`src/rtl/key_conditioner.sv`:
```
// key_conditioner
//   Conditions one raw active-low pushbutton for use in the CLOCK_50 domain.
//   The KEY is passed through a two-flop synchroniser and debounced by a small
//   FSM. The FSM produces registered single-cycle press, release and
//   auto-repeat pulses, a combined step pulse and a 4-bit wrapping step count.
//
// Parameters
//   DEBOUNCE_CYCLES  stable samples needed to accept a level change (>= 1)
//   REPEAT_DELAY     held cycles after the press pulse before the first repeat
//   REPEAT_RATE      cycles between successive repeat pulses
//
// Ports
//   CLOCK_50       in   sole clock, rising edge
//   reset          in   asynchronous, active-high reset
//   KEY_n          in   raw pushbutton, 0 = pressed, asynchronous
//   repeat_en      in   1 enables auto-repeat while held
//   key_level      out  debounced key state, 1 = pressed
//   press_pulse    out  one cycle on an accepted press
//   release_pulse  out  one cycle on an accepted release
//   repeat_pulse   out  one cycle per auto-repeat
//   step           out  press_pulse | repeat_pulse
//   step_count     out  counts steps modulo 16
module key_conditioner #(
  parameter int DEBOUNCE_CYCLES = 1_000_000,
  parameter int REPEAT_DELAY    = 25_000_000,
  parameter int REPEAT_RATE     = 5_000_000
) (
  input  logic       CLOCK_50,
  input  logic       reset,
  input  logic       KEY_n,
  input  logic       repeat_en,
  output logic       key_level,
  output logic       press_pulse,
  output logic       release_pulse,
  output logic       repeat_pulse,
  output logic       step,
  output logic [3:0] step_count
);

  // One shared counter covers the longest of the three intervals.
  localparam int MAX_DR  = (DEBOUNCE_CYCLES > REPEAT_DELAY) ? DEBOUNCE_CYCLES : REPEAT_DELAY;
  localparam int MAX_CYC = (MAX_DR > REPEAT_RATE) ? MAX_DR : REPEAT_RATE;
  localparam int CNT_W   = $clog2(MAX_CYC) + 1;

  localparam logic [CNT_W-1:0] DEB_LAST = CNT_W'(DEBOUNCE_CYCLES - 1);
  localparam logic [CNT_W-1:0] RD_LAST  = CNT_W'(REPEAT_DELAY - 1);
  localparam logic [CNT_W-1:0] RR_LAST  = CNT_W'(REPEAT_RATE - 1);

  typedef enum logic [2:0] {
    ST_IDLE,
    ST_PRESS_WAIT,
    ST_HELD,
    ST_REPEAT,
    ST_RELEASE_WAIT
  } state_t;

  logic             r_s1;
  logic             r_s2;
  state_t           r_state;
  logic [CNT_W-1:0] r_cnt;
  logic             r_key_level;
  logic             r_press;
  logic             r_release;
  logic             r_repeat;
  logic             r_step;
  logic [3:0]       r_step_count;

  state_t           w_state_nxt;
  logic [CNT_W-1:0] w_cnt_nxt;
  logic             w_press;
  logic             w_release;
  logic             w_repeat;
  logic             w_step;
  logic             w_key_level;

  // Synchroniser: both flops idle at 1 (released) so reset never looks like a press.
  always_ff @(posedge CLOCK_50 or posedge reset) begin
    if (reset) begin
      r_s1 <= 1'b1;
      r_s2 <= 1'b1;
    end else begin
      r_s1 <= KEY_n;
      r_s2 <= r_s1;
    end
  end

  // State, counter and registered outputs.
  always_ff @(posedge CLOCK_50 or posedge reset) begin
    if (reset) begin
      r_state      <= ST_IDLE;
      r_cnt        <= '0;
      r_key_level  <= 1'b0;
      r_press      <= 1'b0;
      r_release    <= 1'b0;
      r_repeat     <= 1'b0;
      r_step       <= 1'b0;
      r_step_count <= 4'd0;
    end else begin
      r_state      <= w_state_nxt;
      r_cnt        <= w_cnt_nxt;
      r_key_level  <= w_key_level;
      r_press      <= w_press;
      r_release    <= w_release;
      r_repeat     <= w_repeat;
      r_step       <= w_step;
      r_step_count <= r_step_count + {3'd0, w_step};
    end
  end

  // Next-state logic. Release detection is tested first in HELD and REPEAT so
  // a key let go on the same cycle a repeat interval expires emits no repeat.
  always_comb begin
    w_state_nxt = r_state;
    w_cnt_nxt   = r_cnt;
    w_press     = 1'b0;
    w_release   = 1'b0;
    w_repeat    = 1'b0;

    case (r_state)
      ST_IDLE: begin
        if (!r_s2) begin
          w_state_nxt = ST_PRESS_WAIT;
          w_cnt_nxt   = '0;
        end
      end

      ST_PRESS_WAIT: begin
        if (r_s2) begin
          w_state_nxt = ST_IDLE;
          w_cnt_nxt   = '0;
        end else if (r_cnt == DEB_LAST) begin
          w_state_nxt = ST_HELD;
          w_cnt_nxt   = '0;
          w_press     = 1'b1;
        end else begin
          w_cnt_nxt = r_cnt + 1'b1;
        end
      end

      ST_HELD: begin
        if (r_s2) begin
          w_state_nxt = ST_RELEASE_WAIT;
          w_cnt_nxt   = '0;
        end else if (repeat_en && (r_cnt == RD_LAST)) begin
          w_state_nxt = ST_REPEAT;
          w_cnt_nxt   = '0;
          w_repeat    = 1'b1;
        end else if (repeat_en) begin
          w_cnt_nxt = r_cnt + 1'b1;
        end else begin
          // Repeat disabled: the delay starts over once it is re-enabled.
          w_cnt_nxt = '0;
        end
      end

      ST_REPEAT: begin
        if (r_s2) begin
          w_state_nxt = ST_RELEASE_WAIT;
          w_cnt_nxt   = '0;
        end else if (!repeat_en) begin
          w_state_nxt = ST_HELD;
          w_cnt_nxt   = '0;
        end else if (r_cnt == RR_LAST) begin
          w_cnt_nxt = '0;
          w_repeat  = 1'b1;
        end else begin
          w_cnt_nxt = r_cnt + 1'b1;
        end
      end

      ST_RELEASE_WAIT: begin
        if (!r_s2) begin
          // Release bounce: back to held with the repeat delay restarted.
          w_state_nxt = ST_HELD;
          w_cnt_nxt   = '0;
        end else if (r_cnt == DEB_LAST) begin
          w_state_nxt = ST_IDLE;
          w_cnt_nxt   = '0;
          w_release   = 1'b1;
        end else begin
          w_cnt_nxt = r_cnt + 1'b1;
        end
      end

      default: begin
        w_state_nxt = ST_IDLE;
        w_cnt_nxt   = '0;
      end
    endcase
  end

  // Level and step are decoded from the next state so they register in step
  // with the pulses that accompany the transition.
  always_comb begin
    w_key_level = (w_state_nxt == ST_HELD) ||
                  (w_state_nxt == ST_REPEAT) ||
                  (w_state_nxt == ST_RELEASE_WAIT);
    w_step      = w_press | w_repeat;
  end

  assign key_level     = r_key_level;
  assign press_pulse   = r_press;
  assign release_pulse = r_release;
  assign repeat_pulse  = r_repeat;
  assign step          = r_step;
  assign step_count    = r_step_count;

endmodule

```
`config.mk`:
```
export PLATFORM = sky130hd
export DESIGN_NAME = key_conditioner
export DESIGN_NICKNAME = d
export VERILOG_FILES = /design/src/rtl/key_conditioner.sv
export SDC_FILE = /design/constraint.sdc
export NUM_CORES = 1
export LEC_CHECK = 0
export CELL_PAD_IN_SITES_DETAIL_PLACEMENT = 0
export CELL_PAD_IN_SITES_GLOBAL_PLACEMENT = 1
export CORE_ASPECT_RATIO = 1.25
export CORE_MARGIN = 2
export CORE_UTILIZATION = 48
export DETAILED_ROUTE_END_ITERATION = 12
export PLACE_DENSITY_LB_ADDON = 0.25
export SYNTH_ARGS = -nofsm -noshare
export SYNTH_HDL_FRONTEND = slang
export SYNTH_SLANG_ARGS = --single-unit
```
`constraint.sdc`:
```
create_clock -name CLOCK_50 -period 4 [get_ports CLOCK_50]
set_input_delay 0.6 -clock CLOCK_50 [delete_from_list [all_inputs] [get_ports CLOCK_50]]
set_output_delay 0.6 -clock CLOCK_50 [all_outputs]
set_load 0.03 [all_outputs]
```
[After elaboration in Yosys (flattened, before gate mapping)]
Index checks and enable logic that the tools add are counted.
Storage, ports and cells
  bits of input ports: 4
  register bits: 40
  word-level logic and storage cells: 60
Cells by class
  muxes and demuxes: 32
  reduce and logical (&&, ||, !) cells: 4
  equal/unequal tests: 11
  bitwise gates (word level): 1
  $add $sub $neg: 2
Operator list (count)
  2-to-1 mux 26 bit: 10
  case mux 26 bit (5 select lines): 1
  2-to-1 mux 3 bit: 9
  adder 26 x 1 -> 26 bit, second input constant: 1
  == test 26 x 20 -> 1 bit, second input constant: 1
  == test 26 x 23 -> 1 bit, second input constant: 1
  == test 26 x 25 -> 1 bit, second input constant: 1
  case mux 3 bit (5 select lines): 1
  == test 3 x 2 -> 1 bit, second input constant: 4
  2-to-1 mux 1 bit: 10
  == test 3 bit, second input constant: 2
  adder 4 x 1 -> 4 bit: 1
  == test 3 x 1 -> 1 bit, second input constant: 1
  logical NOT 3 bit: 1
  logical OR 1 bit: 2
  != test 2 bit, second input constant: 1
  case mux 1 bit (2 select lines): 1
  logical AND 1 bit: 1
  bitwise OR 1 bit: 1

[Depth between registers and ports, before layout]
Gate-level depths: netlist (run 1).
  depth after elaboration: 8
  depth in mapped cells: 9
  gate-level depth less buffers: 9

[Least setup slack after synthesis (run 1)]
OpenSTA, ideal clock, no wires.
  path kind: register -> register
  start: register r_cnt[23]
  end: register r_step_count[3], in the netlist step_count[3]
  data required time: 3.867 ns
  setup slack: 1.406 ns
  clock period less this slack: 2.594 ns
  arrival time: 2.461 ns
  stages on the path, launching flop included: 9
  cell sequence: dfrtp_1 -> or4_1 -> or4_4 -> nor4b_4 -> nand3_1 -> a21boi_0 -> ha_1 -> nand3_1 -> xnor2_1
Between the ends
  cells in the longest elaborated chain, start to end: 7
  elaborated cells on any way between the ends: 15
RTL lines
  from (decl): RTL line 60  | logic [CNT_W-1:0] r_cnt;
  from (signal assigned): RTL line 100  | r_cnt <= w_cnt_nxt;
  == test 26 x 23 -> 1 bit or == test 26 x 25 -> 1 bit (tied branches): RTL line 163, 144
  2-to-1 mux 1 bit or logical AND 1 bit (tied branches): RTL line 163, 144
  2-to-1 mux 1 bit (on tied branches): RTL line 160, 144
  2-to-1 mux 1 bit (on tied branches): RTL line 157, 141
  case mux 1 bit (2 select lines): RTL line 119  | case (r_state)
  bitwise OR 1 bit *: RTL line 198  | w_step = w_press | w_repeat;
  via w_step: RTL line 73  | logic w_step;
  adder 4 x 1 -> 4 bit *: RTL line 106  | r_step_count <= r_step_count + {3'd0, w_step};
  to (signal assigned): RTL line 106
  to (decl): RTL line 66  | logic [3:0] r_step_count;
Mark *: on every way through the listed nets, which the timed path passes. The rest lies on a longest branch.
A chain may end at the register's enable or synchronous reset.

[Worst setup path in the final report (run 1)]
  start: register r_cnt[23]
  end: register r_cnt[18]
Between the ends
  cells in the longest elaborated chain, start to end: 5
  elaborated cells on any way between the ends: 13
RTL lines (RTL line)
  == test 26 x 23 -> 1 bit or == test 26 x 25 -> 1 bit (tied branches): 163, 144
  2-to-1 mux 26 bit or logical AND 1 bit (tied branches): 163, 144
  2-to-1 mux 26 bit (on tied branches): 160, 144
  2-to-1 mux 26 bit (on tied branches): 157, 141
  case mux 26 bit (5 select lines) *: 119
Mark *: on every way between the ends. The rest lies on a longest branch, timed or not.

==> flow_summary.yaml, run 1 <==
outcome:
  status: "complete, no violations"
clocking:
  ctsLongestPathBuffers: 2
  cts_num_sinks: 40
  cts_made_buffers: 5
  cts_tree: "done"
  root_buffer: "clkbuf_8"
  path_clk_slew_ns: 0.08
  post-cts-setup-buffer-count: 0
  insertion_delay_ns: 0.30
  htree_levels: 2
  cts_resized: 0
  holdBufCountCts: 0
global_route:
  grt_pass1_wl_mm: 8.25
  grt_max_degree: 50
  grt_use_total: 0.207
  gr-total-overflow: 0
  antenna_found_initial: 0
  grt_pass1_vias: 1733
job:
  maxCapViolCount: 0
timing:
  rsz0062_at_grt: "false"
  hold_violations: 0
  hold_slack_ns: 0.362
  final-setup-viol-count: 0
  min_period_over_period: 0.753
  slew_headroom: 0.328
  slew_viol_final: 0
  tightestPinTransition_ns: 1.01
  layout_min_cycle_time_ns: 3.01
  fmax_mhz: 332
  fin_worst_skew_ns: 0.00653
  tns_ns: 0
  fin_ws_ns: 0.987
worst_setup_path:
  reg2reg_from: "r_cnt[23]"
  arrival_ns: 3.21
  reg2reg_depth: 7
  cp.required_ns: 4.19
  path_max_fanout: 49
  critPathLaunchType: "flop"
  worst-setup-path-type: "flop to flop"
  r2r_end: "r_cnt[18]"
  regToRegSetupSlack_ns: 0.99
  end_kind: "flop"
routing:
  wl_per_cell_microns: 15.6
  drc: 0
  postRouteAntennaNets: 0
  drt-vias-per-instance: 5.97
  drt-pass1-iter-count: 4
  drt_wl_total_mm: 4.78
  num_vias: 1833
  drt_iter0_drc: 62
yosys:
  yosys.area.top_type: "dfrtp_1"
  synth_edf_count: 0
  yosys_register_bits: 40
  synthArstFlopShare: 1.00
  synth_top_area_frac: 0.426
  synth_area_leaders: "dfrtp_1, a21o_1, nor4_1"
  syn_inst: 240
  synth_ff_type: "dfrtp_1"
  synthDistinctLibCells: 43
  ys_warn_count: 0
  syn_area_sq_um: 2230
  synth_fp_nets: 247
  synth.avg_cell_area_sq_um: 9.30
  yosysSeqAreaShare: 0.450
floorplan:
  initial_core_util: 0.504
  die_h_microns: 80.2
  dieArea_sq_um: 5220
  rows: 27
  coreArea_sq_um: 4430
  ios: 13
  die_width_microns: 65.0
worst_hold_path:
  hp-class: "flop to flop"
  hold_end: "r_s2"
  hp-start: "r_s1"
  hold_depth: 0
placed_design:
  dp_hpwl_mm: 3.26
  io_buffer_count: 12
  routabilityCongestion: 0.769
  pre_cts_ws_ns: 1.04
power_and_ir_drop:
  power_leakage_nw: 1.19
  seq_power_share: 0.525
  p_int_w: 0.000607
  power.clock.fraction: 0.423
  pwr-share-comb: 0.052
  total_power_w: 0.000787
  peakVddDrop_mv: 0.229
  switching_share: 0.229
  powerDensity_nw_per_um2: 316
  p_switching_w: 0.000180
cells_and_area:
  synthToLayoutAreaGrowth_pct: 11.7
  postLayoutCoreUtil: 0.563
  antenna_cells: 0
  fin_nets: 255
  drive_above_1_share: 0.0602
[registers in the layout, indices dropped and copies added (netlist names)]
register and flops:
r_cnt 26, step_count 4, r_state 3, key_level 1, press_pulse 1, r_s1 1
r_s2 1, release_pulse 1, repeat_pulse 1, step 1
[power by group through the flow]
| stage | clock network (W) | logic, W | registers [W] |
|---|---|---|---|
| 4_1_cts | 0.000342 | 0.0000416 | 0.000413 |
| 6_report | 0.000333 | 0.0000412 | 0.000413 |
| 5_1_grt | 0.000355 | 0.0000470 | 0.000413 |
| 3_5_place_dp | 0 | 0.0000413 | 0.000421 |
| 3_3_place_gp | 0 | 0.0000409 | 0.000421 |
| 2_1_floorplan | 0 | 0.0000339 | 0.000418 |
[placed cells by master, fill, tap and decap left out, drive strengths merged, types with 5 or more instances in the layout]
| cell type | Yosys | layout |
|---|---|---|
| dfrtp | 38 | 38 |
| a21o | 22 | 22 |
| o21ai | 22 | 22 |
| nor4 | 17 | 17 |
| nand2 | 16 | 16 |
| nor2 | 16 | 16 |
| nand3 | 14 | 14 |
| clkdlybuf4s50 | 0 | 12 |
| inv | 11 | 11 |
| nor3b | 9 | 9 |
| nor3 | 6 | 6 |
| and2 | 5 | 5 |
| clkbuf | 6 | 5 |
[cells in the mapped netlist (all sizes together) (4+ instances only)]
| cell | n |
|---|---|
| dfrtp | 38 |
| a21o | 22 |
| o21ai | 22 |
| nor4 | 17 |
| nand2 | 16 |
| nor2 | 16 |
| nand3 | 14 |
| inv | 11 |
| nor3b | 9 |
| buf | 7 |
| clkbuf | 6 |
| nor3 | 6 |
| and2 | 5 |
| o22ai | 4 |
| or4 | 4 |
| or4bb | 4 |
[kinds of logic (layout without fill, tap and decap cells)]
family | Yosys count | after routing | share of synthesized area
fa+ha+maj | 3 | 3 | 0.0168
mux | 1 | 1 | 0.00448
compound gates | 58 | 58 | 0.172
xor+xnor | 3 | 3 | 0.0118
simple gates | 111 | 111 | 0.297
flops | 40 | 40 | 0.450
buf+inv | 24 | 33 | 0.0493
[per-stage QoR]
step,cell area (sq um),instances
floorplan,2230,240
global placement,2380,299
detailed placement,2380,299
CTS,2490,307
global route,2490,307
finish,2490,307
[layout make-up]
| class | count | area [sq um] |
|---|---|---|
| multi-input combinational | 176 | 1130 |
| clock inverter | 3 | 42.5 |
| sequential | 40 | 1000 |
| timing repair buffer | 14 | 135 |
| clock buffer | 5 | 68.8 |
| inverter | 11 | 41.3 |
| tap | 58 | 72.6 |
| fill | 411 | 1930 |
[worst max-delay path, stage by stage, from the launching register on]
cell and delay (ns):
dfrtp_1 0.43, or4_1 0.55, nor4_1 0.54, o21ai_0 0.35, a2bb2oi_4 0.21, buf_4 0.42
o21ai_0 0.16, a21o_1 0.22
[routing by layer]
layer | global-route usage | wire length (microns)
met3 | 0.0462 | 122
met5 | 0 | 0
met1 | 0.252 | 2150
met2 | 0.349 | 2390
met4 | 0.0915 | 111
[worst max-delay path by stage]
stage	startpoint	endpoint	slack (ns)
floorplan	r_cnt[23]	step_count[3]	1.41
global placement	r_cnt[23]	r_cnt[18]	1.09
detailed placement	r_cnt[23]	r_cnt[18]	1.04
CTS	r_cnt[23]	r_cnt[18]	1.02
global route	r_cnt[23]	r_cnt[7]	0.74
finish	r_cnt[23]	r_cnt[18]	0.99
Power figures use the tool's default switching activity.
==> run 2: changes to the inputs <==
- CORE_UTILIZATION: 48 -> 41
- clock period: 4 -> 2.6 ns (I/O delays scaled with it)
==> run 2 against run 1 <==
Against the previous run:
- the flow now finishes with violations (setup timing)
- register-to-register slack worse by 1.0 ns
- critical path depth up 2
- global-route usage down 1.4 points
- fmax up 15%
- sequential power up 53%
- design area up 16%
- critical endpoint is now r_cnt[10]
- power up 58%
- largest power group unchanged
- worst setup slack worse by 1.0 ns
- worst hold slack worse by 0.0041 ns
- final cell count up 14%
==> flow_summary.yaml, run 2 (synthesis results as in run 1) <==
timing:
  fin_worst_skew_ns: 0.00674
  hold_violations: 0
  hold_slack_ns: 0.358
  fin_ws_ns: -0.0191
  min_period_over_period: 1.01
  fmax_mhz: 382
  slew_headroom: 0.650
  slew_viol_final: 0
  tightestPinTransition_ns: 0.525
  final-setup-viol-count: 12
  layout_min_cycle_time_ns: 2.62
  rsz0062_at_grt: "true"
worst_setup_path:
  arrival_ns: 2.80
  cp.required_ns: 2.79
  crit_start: "r_cnt[23]"
  critPathLaunchType: "flop"
  reg2reg_from: "r_cnt[23]"
  worst-setup-path-type: "flop to flop"
  end_kind: "flop"
  path_max_fanout: 8
clocking:
  ctsLongestPathBuffers: 2
  path_clk_slew_ns: 0.08
  insertion_delay_ns: 0.29
  root_buffer: "clkbuf_8"
  cts_tree: "done"
  cts_made_buffers: 5
  cts_num_sinks: 40
  htree_levels: 2
global_route:
  antenna_found_initial: 0
  grt_max_degree: 41
  grt_use_total: 0.193
  grt_pass1_wl_mm: 9.25
  grt_pass1_vias: 1882
  gr-total-overflow: 0
routing:
  drt_wl_total_mm: 5.55
  drt_iter0_drc: 82
  drt-pass1-iter-count: 4
  postRouteAntennaNets: 0
  num_vias: 2012
  drt-vias-per-instance: 5.73
  wl_per_cell_microns: 15.8
  drc: 0
power_and_ir_drop:
  p_int_w: 0.000964
  power_leakage_nw: 1.43
  peakVddDrop_mv: 0.214
  seq_power_share: 0.507
  switching_share: 0.227
  power.clock.fraction: 0.408
  p_switching_w: 0.000282
  pwr-share-comb: 0.085
  powerDensity_nw_per_um2: 429
floorplan:
  coreArea_sq_um: 5330
  die_h_microns: 86.5
  ios: 13
  rows: 30
  initial_core_util: 0.419
  dieArea_sq_um: 6050
  die_width_microns: 70.0
cells_and_area:
  synthToLayoutAreaGrowth_pct: 30.1
  regMostFlops: "r_cnt"
  antenna_cells: 0
  drive_above_1_share: 0.195
  fin_cells: 351
  largest_reg_flops: 26
  layout_commonest_cell: "dfrtp_1"
  postLayoutCoreUtil: 0.545
  fin_nets: 293
  layout_common_cells: "dfrtp_1, buf_4, a21o_1"
worst_hold_path:
  hp-class: "flop to flop"
  hp-start: "r_s1"
outcome:
  violations: "setup timing"
  status: "finished with violations"
placed_design:
  routabilityCongestion: 0.858
  dp_hpwl_mm: 3.75
  io_buffer_count: 12
  place_inst: 334
job:
  maxCapViolCount: 0
==> run 2: cell count changes in the layout (fill, tap and decap cells not counted), sizes merged <==
| cell | before | now |
|---|---|---|
| clkinvlp | 1 | 0 |
| clkbuf | 5 | 8 |
| buf | 2 | 38 |
==> run 2: power by group through the flow <==
stage	sequential (W)	clock, W	combinational [W]
finish	0.000632	0.000509	0.000105
global route	0.000633	0.000548	0.000116
CTS	0.000632	0.000520	0.0000892
detailed placement	0.000644	0	0.0000785
global placement	0.000644	0	0.0000780
floorplan	0.000643	0	0.0000522
==> run 2: through the flow <==
step | area, sq um | TNS, ns | worst slack, ns | total power (W)
after floorplan | 2230 | 0 | 0.00608 | 0.000695
after global placement | 2620 | -0.129 | -0.0525 | 0.000722
after detailed placement | 2620 | -0.660 | -0.0966 | 0.000723
after CTS | 2790 | -0.0669 | -0.00785 | 0.00124
after global routing | 2900 | -1.23 | -0.0953 | 0.00130
final | 2900 | -0.108 | -0.0191 | 0.00125
==> run 2: worst max-delay path: stages (launching register included) <==
cell       delay (ns)
dfrtp_1          0.39
or4_4            0.53
or4_4            0.45
nor4b_4          0.24
buf_4            0.17
a2bb2oi_4        0.17
buf_4            0.18
clkbuf_16        0.15
o21ai_1          0.07
a21o_1           0.18
==> run 2: routing by layer <==
layer / vias to the layer above / track usage / wire length, microns
met2: 40 / 0.343 / 2880
met5: - / 0 / 0
li1: 980 / - / -
met3: 10 / 0.0349 / 191
met1: 982 / 0.229 / 2350
met4: 0 / 0.0857 / 135
==> run 2: area by class of cell <==
class	count	area, sq um
Fill cell	499	2430
Timing Repair Buffer	52	524
Clock inverter	2	35.0
Tap cell	64	80.1
Sequential cell	40	1000
Multi-Input combinational cell	176	1150
Inverter	11	41.3
Clock buffer	6	72.6
==> run 2: timing repair <==
item,CTS,global route
setup buffers,2,4
hold buffers,0,0
setup endpoints to repair,23,22
pin swaps,1,1
resized for setup,3,6
cloned,1,2
==> run 2: worst paths after layout <==
kind | end | cells after the start | slack (ns)
max | r_cnt[10] | 9 | -0.02
min reg2reg | r_s2 | 0 | 0.36
max reg2reg | r_cnt[10] | 9 | -0.02
min in group asynchronous | key_level | 3 | 0.52
max in group asynchronous | r_cnt[3] | 3 | 1.71
min | r_s2 | 0 | 0.36
